File: config.mk
export PLATFORM = sky130hd
export DESIGN_NAME = button_conditioner
export DESIGN_NICKNAME = d
export VERILOG_FILES = /design/src/rtl/button_pkg.sv /design/src/rtl/button_channel.sv /design/src/rtl/button_conditioner.sv
export SDC_FILE = /design/constraint.sdc
export NUM_CORES = 1
export LEC_CHECK = 0
export BUFFER_PORTS_ARGS = -buffer_cell sky130_fd_sc_hd__buf_2
export CORE_MARGIN = 10
export CORE_UTILIZATION = 45
export CTS_BUF_LIST = sky130_fd_sc_hd__clkbuf_4
export DETAILED_ROUTE_END_ITERATION = 10
export MAX_ROUTING_LAYER = met4
export PLACE_DENSITY_LB_ADDON = 0.05
export SYNTH_ARGS = -nofsm -noshare
export SYNTH_HDL_FRONTEND = slang
export SYNTH_SLANG_ARGS = --single-unit
File: constraint.sdc
create_clock -name clk -period 3.7 [get_ports clk]
set_input_delay 0.37 -clock clk [delete_from_list [all_inputs] [get_ports clk]]
set_output_delay 0.37 -clock clk [all_outputs]
set_load 0.1 [all_outputs]
File: src/rtl/button_pkg.sv
// Shared types and 50 MHz board defaults for the button conditioning path.
package button_pkg;

  typedef enum logic [1:0] {
    ST_IDLE,
    ST_DELAY,
    ST_REPEAT,
    ST_LOCKED
  } chan_state_e;

  localparam int unsigned DEF_NUM_BUTTONS         = 7;
  localparam int unsigned DEF_SYNC_STAGES         = 2;
  localparam int unsigned DEF_DEBOUNCE_CYCLES     = 500000;    // 10 ms
  localparam int unsigned DEF_REPEAT_DELAY_CYCLES = 25000000;  // 500 ms
  localparam int unsigned DEF_REPEAT_RATE_CYCLES  = 5000000;   // 100 ms
  localparam logic [6:0]  DEF_REPEAT_MASK         = 7'b0001111;
  localparam int unsigned DEF_ACTIVE_LOW_INPUTS   = 1;

endpackage

File: src/rtl/button_channel.sv
// One button: synchroniser, debounce counter and press/repeat/release FSM.
module button_channel
  import button_pkg::*;
#(
  parameter int unsigned SYNC_STAGES         = DEF_SYNC_STAGES,
  parameter int unsigned DEBOUNCE_CYCLES     = DEF_DEBOUNCE_CYCLES,
  parameter int unsigned REPEAT_DELAY_CYCLES = DEF_REPEAT_DELAY_CYCLES,
  parameter int unsigned REPEAT_RATE_CYCLES  = DEF_REPEAT_RATE_CYCLES,
  parameter bit          REPEAT_EN           = 1'b0,
  parameter bit          ACTIVE_LOW          = 1'b1
) (
  input  logic clk,
  input  logic rst_n,
  input  logic raw,
  input  logic enable,
  output logic pressed,
  output logic press_pulse,
  output logic release_pulse,
  output logic repeating
);

  localparam int unsigned DB_W    = $clog2(DEBOUNCE_CYCLES + 1);
  localparam int unsigned TMR_MAX = (REPEAT_DELAY_CYCLES > REPEAT_RATE_CYCLES) ?
                                    REPEAT_DELAY_CYCLES : REPEAT_RATE_CYCLES;
  localparam int unsigned TMR_W   = $clog2(TMR_MAX + 1);
  localparam logic [DB_W-1:0]  DB_LAST    = DB_W'(DEBOUNCE_CYCLES - 1);
  localparam logic [TMR_W-1:0] DELAY_LAST = TMR_W'(REPEAT_DELAY_CYCLES - 1);
  localparam logic [TMR_W-1:0] RATE_LAST  = TMR_W'(REPEAT_RATE_CYCLES - 1);

  logic [SYNC_STAGES-1:0] sync_q, sync_d;
  logic [DB_W-1:0]        db_cnt_q, db_cnt_d;
  logic [TMR_W-1:0]       tmr_q, tmr_d;
  chan_state_e            state_q, state_d;
  logic pressed_q, pressed_d;
  logic press_pulse_q, press_pulse_d;
  logic release_pulse_q, release_pulse_d;
  logic repeating_q, repeating_d;
  logic level, mismatch, db_done, accept_press, accept_release;

  // Chain holds the "pressed = 1" polarity so reset means released.
  always_comb begin
    sync_d = {sync_q[SYNC_STAGES-2:0], raw ^ ACTIVE_LOW};
    level  = sync_q[SYNC_STAGES-1];
  end

  always_comb begin
    mismatch       = (level != pressed_q);
    db_done        = mismatch && (db_cnt_q == DB_LAST);
    db_cnt_d       = (mismatch && !db_done) ? db_cnt_q + DB_W'(1) : '0;
    pressed_d      = pressed_q ^ db_done;
    accept_press   = db_done && !pressed_q;
    accept_release = db_done && pressed_q;
  end

  // Release is checked before the timer so it wins over a coincident repeat tick.
  always_comb begin
    state_d         = state_q;
    tmr_d           = tmr_q;
    press_pulse_d   = 1'b0;
    release_pulse_d = 1'b0;
    if (!enable) begin
      state_d = ST_IDLE;
      tmr_d   = '0;
    end else begin
      unique case (state_q)
        ST_IDLE: begin
          if (accept_press) begin
            press_pulse_d = 1'b1;
            state_d       = REPEAT_EN ? ST_DELAY : ST_LOCKED;
            tmr_d         = '0;
          end
        end
        ST_DELAY, ST_REPEAT: begin
          if (accept_release) begin
            release_pulse_d = 1'b1;
            state_d         = ST_IDLE;
            tmr_d           = '0;
          end else if (tmr_q == ((state_q == ST_DELAY) ? DELAY_LAST : RATE_LAST)) begin
            press_pulse_d = 1'b1;
            state_d       = ST_REPEAT;
            tmr_d         = '0;
          end else begin
            tmr_d = tmr_q + TMR_W'(1);
          end
        end
        ST_LOCKED: begin
          if (accept_release) begin
            release_pulse_d = 1'b1;
            state_d         = ST_IDLE;
          end
        end
        default: begin
          state_d = ST_IDLE;
          tmr_d   = '0;
        end
      endcase
    end
    repeating_d = (state_d == ST_REPEAT);
  end

  always_ff @(posedge clk or negedge rst_n) begin
    if (!rst_n) begin
      sync_q          <= '0;
      db_cnt_q        <= '0;
      tmr_q           <= '0;
      state_q         <= ST_IDLE;
      pressed_q       <= 1'b0;
      press_pulse_q   <= 1'b0;
      release_pulse_q <= 1'b0;
      repeating_q     <= 1'b0;
    end else begin
      sync_q          <= sync_d;
      db_cnt_q        <= db_cnt_d;
      tmr_q           <= tmr_d;
      state_q         <= state_d;
      pressed_q       <= pressed_d;
      press_pulse_q   <= press_pulse_d;
      release_pulse_q <= release_pulse_d;
      repeating_q     <= repeating_d;
    end
  end

  assign pressed       = pressed_q;
  assign press_pulse   = press_pulse_q;
  assign release_pulse = release_pulse_q;
  assign repeating     = repeating_q;

endmodule

File: src/rtl/button_conditioner.sv
// N-channel push-button conditioner: debounced levels, press/release pulses, auto-repeat.
module button_conditioner
  import button_pkg::*;
#(
  parameter int unsigned            NUM_BUTTONS         = DEF_NUM_BUTTONS,
  parameter int unsigned            SYNC_STAGES         = DEF_SYNC_STAGES,
  parameter int unsigned            DEBOUNCE_CYCLES     = DEF_DEBOUNCE_CYCLES,
  parameter int unsigned            REPEAT_DELAY_CYCLES = DEF_REPEAT_DELAY_CYCLES,
  parameter int unsigned            REPEAT_RATE_CYCLES  = DEF_REPEAT_RATE_CYCLES,
  parameter logic [NUM_BUTTONS-1:0] REPEAT_MASK         = NUM_BUTTONS'(DEF_REPEAT_MASK),
  parameter int unsigned            ACTIVE_LOW_INPUTS   = DEF_ACTIVE_LOW_INPUTS
) (
  input  logic                   clk,
  input  logic                   reset,
  input  logic [NUM_BUTTONS-1:0] raw_buttons,
  input  logic                   enable,
  output logic [NUM_BUTTONS-1:0] pressed,
  output logic [NUM_BUTTONS-1:0] press_pulse,
  output logic [NUM_BUTTONS-1:0] release_pulse,
  output logic [NUM_BUTTONS-1:0] repeating
);

  for (genvar i = 0; i < NUM_BUTTONS; i++) begin : g_chan
    button_channel #(
      .SYNC_STAGES         (SYNC_STAGES),
      .DEBOUNCE_CYCLES     (DEBOUNCE_CYCLES),
      .REPEAT_DELAY_CYCLES (REPEAT_DELAY_CYCLES),
      .REPEAT_RATE_CYCLES  (REPEAT_RATE_CYCLES),
      .REPEAT_EN           (REPEAT_MASK[i]),
      .ACTIVE_LOW          (ACTIVE_LOW_INPUTS != 0)
    ) u_chan (
      .clk           (clk),
      .rst_n         (reset),
      .raw           (raw_buttons[i]),
      .enable        (enable),
      .pressed       (pressed[i]),
      .press_pulse   (press_pulse[i]),
      .release_pulse (release_pulse[i]),
      .repeating     (repeating[i])
    );
  end

endmodule

# Word-level counts from Yosys, hierarchy flattened
# Cells that the tools add are included.
[word_totals]
regBits = 364
[op_classes]
n_addsub = 14
n_eq_ne = 63
n_mux = 147
n_bitwise = 14
n_reduce_logical = 70
[ops]
columns = ["op", "count"]
rows = [
  ["$mux W25", 35],
  ["$pmux W25 S2", 7],
  ["$add A25 B1 Y25 const B", 7],
  ["$eq A25 B25 Y1", 7],
  ["$add A19 B1 Y19 const B", 7],
  ["$eq A19 B19 Y1 const B", 7],
  ["$mux W19", 7],
  ["$mux W2", 35],
  ["$mux W1", 49],
  ["$eq A2 B2 Y1 const B", 21],
  ["$pmux W2 S3", 7],
  ["$logic_and A1 B1 Y1", 28],
  ["$ne A3 B1 Y1 const B", 7],
  ["$ne A3 B2 Y1 const B", 7],
  ["$reduce_or A3 Y1", 7],
  ["$eq A2 B1 Y1 const B", 7],
  ["$logic_not A1 Y1", 14],
  ["$logic_not A2 Y1", 7],
  ["$pmux W1 S2", 7],
  ["$reduce_and A2 Y1", 7],
  ["$reduce_or A2 Y1", 7],
  ["$ne A1 B1 Y1", 7],
  ["$not A1 Y1", 7],
  ["$xor A1 B1 Y1", 7],
]

# Depth between registers and ports, before layout
# Gate-level depths: netlist (run 1).
[logic_depth]
word_depth = 8
depth_mapped = 10
depth_no_buf = 8

# Hierarchy
# Synthesis (run 1) repeated with hierarchy kept, for this count alone.
[unflattened]
cells_unflattened = 2204
hier_area_um2 = 20196.9
[modules_own_cells]
columns = ["module", "n_inst", "cells_each", "area_each_um2", "seq_area_each_um2"]
rows = [
  ["button_channel at g_chan[1].u_chan ...", 2, 316, 2881.5, 1301.2],
  ["button_channel at g_chan[4].u_chan ...", 2, 312, 2880.3, 1301.2],
  ["button_channel at g_chan[6].u_chan", 1, 315, 2931.6, 1301.2],
  ["button_channel at g_chan[0].u_chan", 1, 313, 2876.5, 1301.2],
  ["button_channel at g_chan[2].u_chan", 1, 320, 2865.2, 1301.2],
]

# Worst setup path after synthesis (run 1)
# OpenSTA, ideal clock, no wires.
[synth_path]
path_type = "reg-to-reg"
start = "reg g_chan[5].u_chan.db_cnt_q[0]"
end = "reg g_chan[5].u_chan.tmr_q[23]"
arrival_ps = 2580
required_time_ps = 3579
path_slack_ps = 999
stages_incl_launch_ff = 10
n_path_buf = 2
synth_period_minus_slack_ps = 2701
cell_sequence = "dfrtp_1 ha_1 nand4_1 or4_1 or4_1 clkbuf_1 nor4b_1 buf_2 a21o_1 a22o_1"
[synth_via]
elab_chain_len = 6
elab_cells_between_ends = 9
[synth_lines]
columns = ["element", "line_no", "source"]
rows = [
  ["start, declared", "button_channel.sv:31", "logic [DB_W-1:0] db_cnt_q, db_cnt_d;"],
  ["start signal, assigned", "button_channel.sv:113", "db_cnt_q <= db_cnt_d;"],
  ["$eq A19 B19 Y1 (*)", "button_channel.sv:48", "db_done = mismatch && (db_cnt_q == DB_LAST);"],
  ["$logic_and A1 B1 Y1 (*)", "button_channel.sv:48", ""],
  ["$logic_and A1 B1 Y1", "button_channel.sv:52", "accept_release = db_done && pressed_q;"],
  ["$mux W25", "button_channel.sv:74", "if (accept_release) begin"],
  ["$pmux W25 S2", "button_channel.sv:65", "unique case (state_q)"],
  ["$mux W25", "button_channel.sv:61", "if (!enable) begin"],
  ["end signal, assigned", "button_channel.sv:114", "tmr_q <= tmr_d;"],
  ["end, declared", "button_channel.sv:32", "logic [TMR_W-1:0] tmr_q, tmr_d;"],
]
# Mark *: on every way between the ends. The rest lies on a longest branch, timed or not.
# A chain may end at the register's enable or synchronous reset.

# Worst setup path after layout (run 1)
[layout_path]
start = "reg g_chan[5].u_chan.db_cnt_q[0]"
end = "reg g_chan[5].u_chan.tmr_q[16]"
# The elaborated chain is that of the path after synthesis.

==> summary.md, run 1 <==
| Metric | Value |
|---|---|
| Status | `completed` |
| Commonest non-fill, non-tap cell in the layout | `dfrtp_1` |
| Compound-Gate Fraction of Synth Area | `12.8%` |
| Placeable Area | `43300 µm²` |
| Endpoint class of the critical path | `register` |
| Maximum vdd drop | `0.230 mV` |
| Crit-path max FO | `10` |
| FF-to-FF setup slack | `620 ps` |
| Worst Tran Pin Value | `1060 ps` |
| Most frequent CP cell | `or4_1` |
| Arr. time, crit path | `3760 ps` |
| Final critical-path share of the clock period | `83.2%` |
| Fillers | `4112` |
| Largest family of logic cells by synthesized area | `simple AND/OR/NAND/NOR gates` |
| IO buf count | `37` |
| DRC | `0` |
| First-pass DRT Iterations | `6` |
| DR vias/cell | `5.58` |
| Final Hold Fails | `0` |
| Post-synthesis simple-gate area fraction | `28.0%` |
| Top cell type's share of synthesized area | `46.0%` |
| Largest net degree at the start of global routing | `88` |
| TritonCTS clock tree | `done` |
| Final Core Density | `50.6%` |
| Slew Limit Headroom | `29.2%` |
| Synth area leaders | `dfrtp_1 (46%), nor2_1 (4.5%), nand2_1 (3.8%)` |
| Cell area power density | `357 nW/µm²` |
| CTS resizes | `0` |
| F_max | `325 MHz` |
| Hold Path Class | `primary input to async pin` |
| Mux cell area share after synthesis | `0.860%` |
| Multi-input gate area | `9910 µm²` |
| H-tree depth | `3` |
| Fin. max-slew vios | `0` |
| Routed Antenna Nets | `0` |
| Depth of the most critical reg-to-reg path | `7` |
| Design area | `21900 µm²` |
| Initial Util | `45.7%` |
| Reg2reg end | `g_chan[5].u_chan.tmr_q[16]` |
| Post-route minimum period | `3080 ps` |
| Final worst slack | `620 ps` |
| Final net count | `2315` |
| Post-Synth XOR/XNOR Area | `5.66%` |
| R2R Path Start | `g_chan[5].u_chan.db_cnt_q[0]` |
| CP max stage cell | `or4_1` |
| Max Root-Sink Buffers | `3` |
| Routability cong. | `0.847` |
| Detailed Route Iter0 Violations | `984` |
| Storage cell area | `9110 µm²` |
| Die area | `52800 µm²` |
| Dpl ws | `650 ps` |
| Area delta synth->final | `10.6%` |
| Share of layout cells above drive strength 1 | `11.1%` |
| Placement-stage cell area | `20600 µm²` |
| Startpoint types | `register` |
| Slowest stage delay, CP | `600 ps` |
| Dpl hpwl | `30500 µm` |
| Routed WL | `45700 µm` |
| Finish-stage setup viols | `0` |
| Antenna violations before repair | `2` |
| GR Overflow Total | `0` |
| Req. time, crit path | `4380 ps` |
| Sequential fraction of the synthesis area | `46.0%` |
| Unrepaired setup endpoints after global routing | `false` |
| WHS | `139 ps` |
| CTS root buf | `clkbuf_4` |
| Clk Latency, worst-skew pair | `840 ps` |
| Ys flop type | `dfrtp_1` |
| Synth async-reset ratio | `100%` |
| DIE HEIGHT | `230 µm` |
| Num CTS Buffers | `102` |
| Post-synth cell types | `73` |
| CP Class | `register to register` |
| Most area-hungry cell type in the Yosys netlist | `dfrtp_1` |
| Total of max-cap violations | `0` |
| Post-Synth Adder-Cell Area | `2.66%` |
| Vias in the first global route | `16300` |
| Layout Skew | `60.1 ps` |
| #FFs+latches synth | `364` |
| First-pass GRT wire length | `79300 µm` |
| DR WL/cell | `15.7 µm` |
| Cell chain of the critical path | `ha_1, nand4_1, or4_1, or4_1, nand4b_1, nor2_1, a221o_1` |
| Cell area after synthesis | `19800 µm²` |
| I/O Pins | `38` |
| Die X | `230 µm` |
| Routed vias | `16300` |
| Setup_tns | `0 ps` |
| Yosys warns | `0` |
| Syn_nets | `2226` |
| Mapped Cells | `2174` |
| Sink Count | `364` |
| Lkg Pwr | `9.36 nW` |
| Commonest cells after routing, fill and taps aside | `dfrtp_1 (364), nor2_1 (235), nand2_1 (201)` |
| Rows | `76` |
| Clk slew on worst S/H paths | `60 ps` |
| Post-synth EDFFs | `0` |
| Total GRT Usage | `18.0%` |
| Syn Area/Cell | `9.10 µm²` |
-- synthesized netlist by cell type (all sizes together) (20+ instances only) --
master    n
nand3   141
clkbuf   62
and2     23
nand2b   22
nor4     47
or3      42
buf      35
o21ai   136
and4     22
nand4    56
nand2   201
xnor2    59
o31ai    23
nor3     70
dfrtp   364
a22o     29
a21oi    69
inv      84
xor2     69
nor4b    20
and3     81
ha       42
nor2    235
-- layout make-up --
cell class / instances / area share (%)
antenna: 4 / 0.0457
clock buffer: 145 / 4.97
clock inverter: 28 / 0.543
inverter: 84 / 1.44
multi-input combinational: 1629 / 45.3
sequential: 364 / 41.6
tap: 585 / 3.34
timing repair buffer: 82 / 2.77
-- per-layer routing --
layer | wire length [µm] | vias up | track usage [%]
li1 | - | 8065 | -
met1 | 22000 | 7895 | 23.3
met2 | 21200 | 265 | 27.9
met3 | 1630 | 80 | 3.80
met4 | 980 | 0 | 6.00
met5 | 0 | - | -
-- registers in the layout (all words and copies together) (netlist names), named ones only --
signal and count:
g_chan.u_chan.tmr_q 175, g_chan.u_chan.release_pulse 7, g_chan.u_chan.state_q 14, g_chan.u_chan.db_cnt_q 133, g_chan.u_chan.repeating 7, g_chan.u_chan.press_pulse 7, g_chan.u_chan.sync_q 14
-- timing repair --
item | 4_1_cts | 5_1_grt
hold buffers | 9 | 0
hold endpoints to repair | 91 | 0
setup buffers | 0 | 0
-- logic make-up after synthesis --
kind of cell               Yosys count
DFF                                364
muxes                               16
buffers and inverters              181
adders and majority gates           42
AOI/OAI and AO/OA                  385
and+or+nand+nor                   1058
xor gates and xnor gates           128
-- critical path: cells and delay by family (launching register included) --
kind | cells | cell delay [ps]
AOI/OAI and AO/OA | 1 | 370
adders and majority gates | 1 | 230
DFF | 1 | 390
and+or+nand+nor | 5 | 1960
-- report_power, final --
group	switching, mW	internal (mW)
Sequential	0.0242	4.01
Combinational	0.196	0.0735
Clock	1.72	1.78
Total	1.94	5.87
-- worst max-delay path by stage --
| stage | startpoint | end | slack (ps) | cells past startpoint |
|---|---|---|---|---|
| 3_3_place_gp | g_chan[5].u_chan.db_cnt_q[0] | g_chan[5].u_chan.tmr_q[16] | 750 | 7 |
| 6_report | g_chan[5].u_chan.db_cnt_q[0] | g_chan[5].u_chan.tmr_q[16] | 620 | 7 |
| 2_1_floorplan | g_chan[5].u_chan.db_cnt_q[0] | g_chan[5].u_chan.tmr_q[23] | 1000 | 9 |
| 5_1_grt | g_chan[5].u_chan.db_cnt_q[0] | g_chan[5].u_chan.tmr_q[16] | 430 | 7 |
| 4_1_cts | g_chan[5].u_chan.db_cnt_q[0] | g_chan[5].u_chan.tmr_q[16] | 620 | 7 |
| 3_5_place_dp | g_chan[5].u_chan.db_cnt_q[0] | g_chan[5].u_chan.tmr_q[15] | 650 | 7 |
-- stage by stage --
step,instances,total power [mW]
after floorplan,2174,4.22
after global routing,2921,8.24
after global placement,2735,4.37
after CTS,2917,8.00
after detailed placement,2735,4.38
final,2921,7.81
Note: power is estimated with default switching activity, not from simulation.
==> run 2, diff against run 1 <==
- clock period: 3.7 -> 2.8 ns (I/O delays scaled with it)
==> run 2 against run 1 <==
Net effect:
- first-iteration DRC count is 24% higher
- sequential share of layout area is 0.70 points lower
- setup slack worse by 480 ps
- non-clock buffer count is 38 higher
- via count is 1.5% higher
- total power is 34% higher
- highest routed layer unchanged
- sequential power is 32% higher
- final cell count is 1.5% higher
==> summary.md, run 2 (synthesis gave the netlist of run 1 again) <==
| Metric | Value |
|---|---|
| Finish-stage setup viols | `0` |
| Slew Limit Headroom | `43.6%` |
| Hold Path Class | `primary input to async pin` |
| IO buf count | `37` |
| Routed vias | `16500` |
| Slowest stage delay, CP | `510 ps` |
| First-pass DRT Iterations | `5` |
| DRC | `0` |
| Largest net degree at the start of global routing | `92` |
| Sw frac | `24.9%` |
| Placeable Area | `43300 µm²` |
| Gate power share | `3.6%` |
| Final critical-path share of the clock period | `95.0%` |
| Routed Antenna Nets | `0` |
| Most flop-heavy register | `g_chan.u_chan.tmr_q` |
| Cell chain of the critical path | `or4b_1, or4_4, a2111oi_4, buf_4, a31oi_2, a2111oi_4, o21a_1` |
| Max FFs per register | `175` |
| Most frequent CP cell | `a2111oi_4` |
| Fin. max-slew vios | `0` |
| Setup_tns | `0 ps` |
| Status | `completed` |
| Final net count | `2353` |
| H-tree depth | `3` |
| Routed WL | `46000 µm` |
| Total of max-cap violations | `0` |
| F_max | `376 MHz` |
| DR vias/cell | `5.58` |
| Area delta synth->final | `12.5%` |
| Final Hold Fails | `0` |
| Startpoint types | `register` |
| Post-route minimum period | `2660 ps` |
| Vias in the first global route | `16200` |
| Reg2reg end | `g_chan[3].u_chan.repeating` |
| Final Core Density | `51.5%` |
| TritonCTS clock tree | `done` |
| Sequential power share | `50.9%` |
| Initial Util | `45.7%` |
| Total Power | `10.5 mW` |
| CP max stage cell | `or4b_1` |
| First-pass GRT wire length | `79100 µm` |
| Antenna violations before repair | `1` |
| Setup crit end | `g_chan[3].u_chan.repeating` |
| Total GRT Usage | `17.9%` |
| Endpoint class of the critical path | `register` |
| DR WL/cell | `15.5 µm` |
| Largest regs | `g_chan.u_chan.tmr_q (175), g_chan.u_chan.db_cnt_q (133)` |
| Req. time, crit path | `3540 ps` |
| Worst Tran Pin Value | `839 ps` |
| Num CTS Buffers | `102` |
| Arr. time, crit path | `3400 ps` |
| Routability cong. | `0.877` |
| Psw | `2.60 mW` |
| Placement-stage cell area | `20900 µm²` |
| Share of layout cells above drive strength 1 | `12.5%` |
| Clk pwr share | `45.5%` |
| Lkg Pwr | `9.59 nW` |
| Unrepaired setup endpoints after global routing | `false` |
| Die area | `52800 µm²` |
| FF-to-FF setup slack | `140 ps` |
| Clk slew on worst S/H paths | `70 ps` |
| Cell area power density | `470 nW/µm²` |
| Depth of the most critical reg-to-reg path | `7` |
| I/O Pins | `38` |
| R2R Path Start | `g_chan[3].u_chan.tmr_q[6]` |
| Maximum vdd drop | `0.266 mV` |
| CP Class | `register to register` |
| CTS root buf | `clkbuf_4` |
| Design area | `22300 µm²` |
| Die X | `230 µm` |
| Commonest non-fill, non-tap cell in the layout | `dfrtp_1` |
| DIE HEIGHT | `230 µm` |
| Max Root-Sink Buffers | `3` |
| GR Overflow Total | `0` |
| Rows | `76` |
| Layout Skew | `38.9 ps` |
| Internal Pwr Total | `7.86 mW` |
| Detailed Route Iter0 Violations | `1216` |
| Clk Latency, worst-skew pair | `820 ps` |
| WHS | `101 ps` |
| Dpl hpwl | `30700 µm` |
| Sink Count | `364` |
| Launch point of the worst path | `g_chan[3].u_chan.tmr_q[6]` |
| Crit-path max FO | `5` |
| Commonest cells after routing, fill and taps aside | `dfrtp_1 (364), nor2_1 (234), nand2_1 (201)` |
-- run 2: changes by cell type in the layout (fill, tap and decap cells not counted), sizes merged --
| cell | change |
|---|---|
| inv | -2 |
| diode | -3 |
| clkinvlp | -3 |
| clkinv | +15 |
| buf | +38 |
| bufinv | +1 |
| clkbuf | -1 |
-- run 2: power by group through the flow --
stage / Clock [mW] / Sequential, mW / Combinational, mW
final: 4.76 / 5.33 / 0.372
after global routing: 5.28 / 5.33 / 0.429
after CTS: 5.00 / 5.32 / 0.386
after global placement: 0 / 5.42 / 0.369
after detailed placement: 0 / 5.42 / 0.374
after floorplan: 0 / 5.42 / 0.165
-- run 2: worst min-delay path by stage --
stage,start,endpoint,slack (ps),depth (start not counted)
finish,reset,g_chan[5].u_chan.db_cnt_q[15],100,2
global route,raw_buttons[5],g_chan[5].u_chan.sync_q[0],80,3
CTS,reset,g_chan[1].u_chan.db_cnt_q[12],50,2
detailed placement,g_chan[0].u_chan.sync_q[0],g_chan[0].u_chan.sync_q[1],330,0
global placement,g_chan[6].u_chan.sync_q[0],g_chan[6].u_chan.sync_q[1],330,0
floorplan,reset,async pin,-20,0
-- run 2: per-layer routing --
metal / vias up / share of wire (%) / global-route usage, %
li1: 8151 / - / -
met1: 8021 / 48 / 23.3
met2: 271 / 46 / 27.6
met3: 105 / 3.7 / 3.66
met4: 0 / 2.4 / 6.13
met5: - / 0 / -
-- run 2: layout make-up --
cell class / count / area, µm²
Sequential cell: 364 / 9110
Clock inverter: 39 / 178
Tap cell: 585 / 732
Clock buffer: 144 / 1080
Multi-Input combinational cell: 1629 / 9930
Timing Repair Buffer: 120 / 916
Fill cell: 4159 / 21000
Inverter: 84 / 315
Antenna cell: 1 / 2.50
-- run 2: through the flow --
step           std cells  worst slack, ps
3_5_place_dp        2773              117
4_1_cts             2965             98.5
5_1_grt             2966             9.31
6_report            2966              140
2_1_floorplan       2174             99.4
3_3_place_gp        2773              176
-- run 2: timing repair --
| item | in CTS | in global routing |
|---|---|---|
| resized for setup | 0 | 4 |
| hold endpoints to repair | 178 | 0 |
| setup endpoints to repair | 0 | 11 |
| hold buffers | 9 | 0 |
| buffers inserted | 0 | 0 |
-- run 2: worst max-delay path, delay by kind of cell (launching register included) --
kind / cells / cell delay [ps]
AND/OR/NAND/NOR: 2 / 1010
buffers and inverters: 1 / 230
flip-flops: 1 / 360
AO/OA/AOI/OAI: 4 / 1000
==> run 3, diff against run 2 <==
- CELL_PAD_IN_SITES_DETAIL_PLACEMENT: not set -> 0
- CELL_PAD_IN_SITES_GLOBAL_PLACEMENT: not set -> 2
- CORE_UTILIZATION: 45 -> 38
- PLACE_DENSITY: not set -> 0.9
- PLACE_DENSITY_LB_ADDON: 0.05 -> not set
==> run 3 against run 2 <==
Net effect:
- via count shrank 0.34%
- combinational power is essentially flat
- highest routed layer unchanged
- clock power shrank 1%
- die area grew 17%
- sequential power is essentially flat
- sequential share of layout area shrank 0.13 points
- clock skew grew 13 ps
- setup slack lost 57 ps
- maximum frequency shrank 2.1%
- critical path depth grew 1
- flip-flop and latch count is the same
- cell area grew 0.33%
==> summary.md, run 3 (synthesis gave the netlist of run 1 again) <==
| Metric | Value |
|---|---|
| Status | `completed` |
| Crit-path max FO | `14` |
| Slew Limit Headroom | `41.9%` |
| Hold Path Class | `primary input to async pin` |
| Most flop-heavy register | `g_chan.u_chan.tmr_q` |
| GR Overflow Total | `0` |
| Number of cells on the critical path | `8` |
| Final critical-path share of the clock period | `97.0%` |
| Commonest cells after routing, fill and taps aside | `dfrtp_1 (364), nor2_1 (234), nand2_1 (200)` |
| Final Core Density | `43.5%` |
| Launch point of the worst path | `g_chan[5].u_chan.db_cnt_q[0]` |
| Max Root-Sink Buffers | `3` |
| DR WL/cell | `15.3 µm` |
| I/O Pins | `38` |
| Rows | `83` |
| Die area | `61600 µm²` |
| Layout Skew | `52.0 ps` |
| Depth of the most critical reg-to-reg path | `8` |
| Req. time, crit path | `3490 ps` |
| Clk Latency, worst-skew pair | `850 ps` |
| Routed WL | `46500 µm` |
| R2R Path Start | `g_chan[5].u_chan.db_cnt_q[0]` |
| Worst Tran Pin Value | `872 ps` |
| Largest net degree at the start of global routing | `81` |
| Initial Util | `38.5%` |
| First-pass GRT wire length | `79900 µm` |
| Reg2reg end | `g_chan[5].u_chan.tmr_q[16]` |
| Dpl hpwl | `31300 µm` |
| FF-to-FF setup slack | `80 ps` |
| Vias in the first global route | `16300` |
| Slowest stage delay, CP | `510 ps` |
| CP Class | `register to register` |
| Setup crit end | `g_chan[5].u_chan.tmr_q[16]` |
| Routed vias | `16500` |
| H-tree depth | `3` |
| Arr. time, crit path | `3400 ps` |
| TritonCTS clock tree | `done` |
| Final net count | `2343` |
| Cell chain of the critical path | `ha_4, nand4_1, or4_4, or4_1, nor4b_2, buf_4, and3_1, a221o_1` |
| Final Hold Fails | `0` |
| Commonest non-fill, non-tap cell in the layout | `dfrtp_1` |
| Finish-stage setup viols | `0` |
| DRC | `0` |
| Lkg Pwr | `9.53 nW` |
| Routability cong. | `0.852` |
| Largest regs | `g_chan.u_chan.tmr_q (175), g_chan.u_chan.db_cnt_q (133)` |
| Total GRT Usage | `15.7%` |
| CP max stage cell | `or4_4` |
| WHS | `93.9 ps` |
| DR vias/cell | `5.41` |
| Placeable Area | `51400 µm²` |
| Area delta synth->final | `12.9%` |
| F_max | `368 MHz` |
| Routed Antenna Nets | `0` |
| Max FFs per register | `175` |
| Antenna violations before repair | `2` |
| Detailed Route Iter0 Violations | `993` |
| Startpoint types | `register` |
| First-pass DRT Iterations | `5` |
| Sink Count | `364` |
| IO buf count | `37` |
| Maximum vdd drop | `0.272 mV` |
| Endpoint class of the critical path | `register` |
| Clk slew on worst S/H paths | `60 ps` |
| Cell area power density | `466 nW/µm²` |
| CP delay by family, top | `simple AND/OR/NAND/NOR gates` |
| CTS root buf | `clkbuf_4` |
| Buf/Inv on CP | `1` |
| Share of layout cells above drive strength 1 | `12.5%` |
| DIE HEIGHT | `248 µm` |
| Die X | `248 µm` |
| Fin. max-slew vios | `0` |
| Num CTS Buffers | `99` |
| Total of max-cap violations | `0` |
| Total Power | `10.4 mW` |
| Post-route minimum period | `2720 ps` |
[run 3: cell types whose count changed in the layout (fill, tap and decap cells not counted), moves of 2 or more]
cell / before / now
clkinv_1: 33 / 24
buf_4: 68 / 60
clkbuf_4: 144 / 140
clkinv_4: 0 / 3
clkinvlp_4: 0 / 3
diode_2: 1 / 3
[run 3: what timing repair did]
| action | 4_1_cts | 5_1_grt |
|---|---|---|
| buffers inserted | 0 | 2 |
| endpoints found under the setup margin | 9 | 26 |
| hold endpoints to repair | 387 | 0 |
| pin swaps | 0 | 1 |
| hold buffers | 9 | 0 |
| gates resized for setup | 1 | 8 |
[run 3: power by group]
group / leakage, nW / internal [mW] / switching (mW) / total (mW)
sequential: 5.04 / 5.29 / 0.0333 / 5.33
clock: 0.720 / 2.40 / 2.31 / 4.70
combinational: 3.77 / 0.112 / 0.263 / 0.375
[run 3: how the worst min path moves through the flow]
| stage | endpoint | slack (ps) |
|---|---|---|
| 2_1_floorplan | async pin | -20 |
| 3_3_place_gp | g_chan[6].u_chan.sync_q[1] | 330 |
| 3_5_place_dp | g_chan[2].u_chan.sync_q[1] | 330 |
| 4_1_cts | g_chan[2].u_chan.tmr_q[10] | 20 |
| 5_1_grt | g_chan[3].u_chan.sync_q[0] | 20 |
| 6_report | g_chan[1].u_chan.db_cnt_q[15] | 90 |
[run 3: area by class of cell]
| class | count | area (µm²) |
|---|---|---|
| Sequential cell | 364 | 9110 |
| Antenna cell | 3 | 7.51 |
| Fill cell | 5113 | 29100 |
| Multi-Input combinational cell | 1629 | 9940 |
| Tap cell | 680 | 851 |
| Clock buffer | 140 | 1050 |
| Timing Repair Buffer | 113 | 876 |
| Inverter | 84 | 315 |
| Clock inverter | 34 | 184 |
[run 3: per-layer routing]
layer	vias up	track usage (%)	wire, µm
met5	-	-	0
met4	0	4.94	934
met3	77	3.43	2020
met2	299	24.3	21500
met1	8009	20.2	22100
li1	8106	-	-
[run 3: stage by stage]
step	worst slack (ps)	cell area, µm²	std cells	TNS [ps]
6_report	83.6	22300	3047	0
5_1_grt	-5.00	22300	3047	-9.61
4_1_cts	19.8	22300	3042	0
3_5_place_dp	-79.6	21000	2859	-503
3_3_place_gp	44.5	21000	2859	0
2_1_floorplan	99.4	19800	2174	0
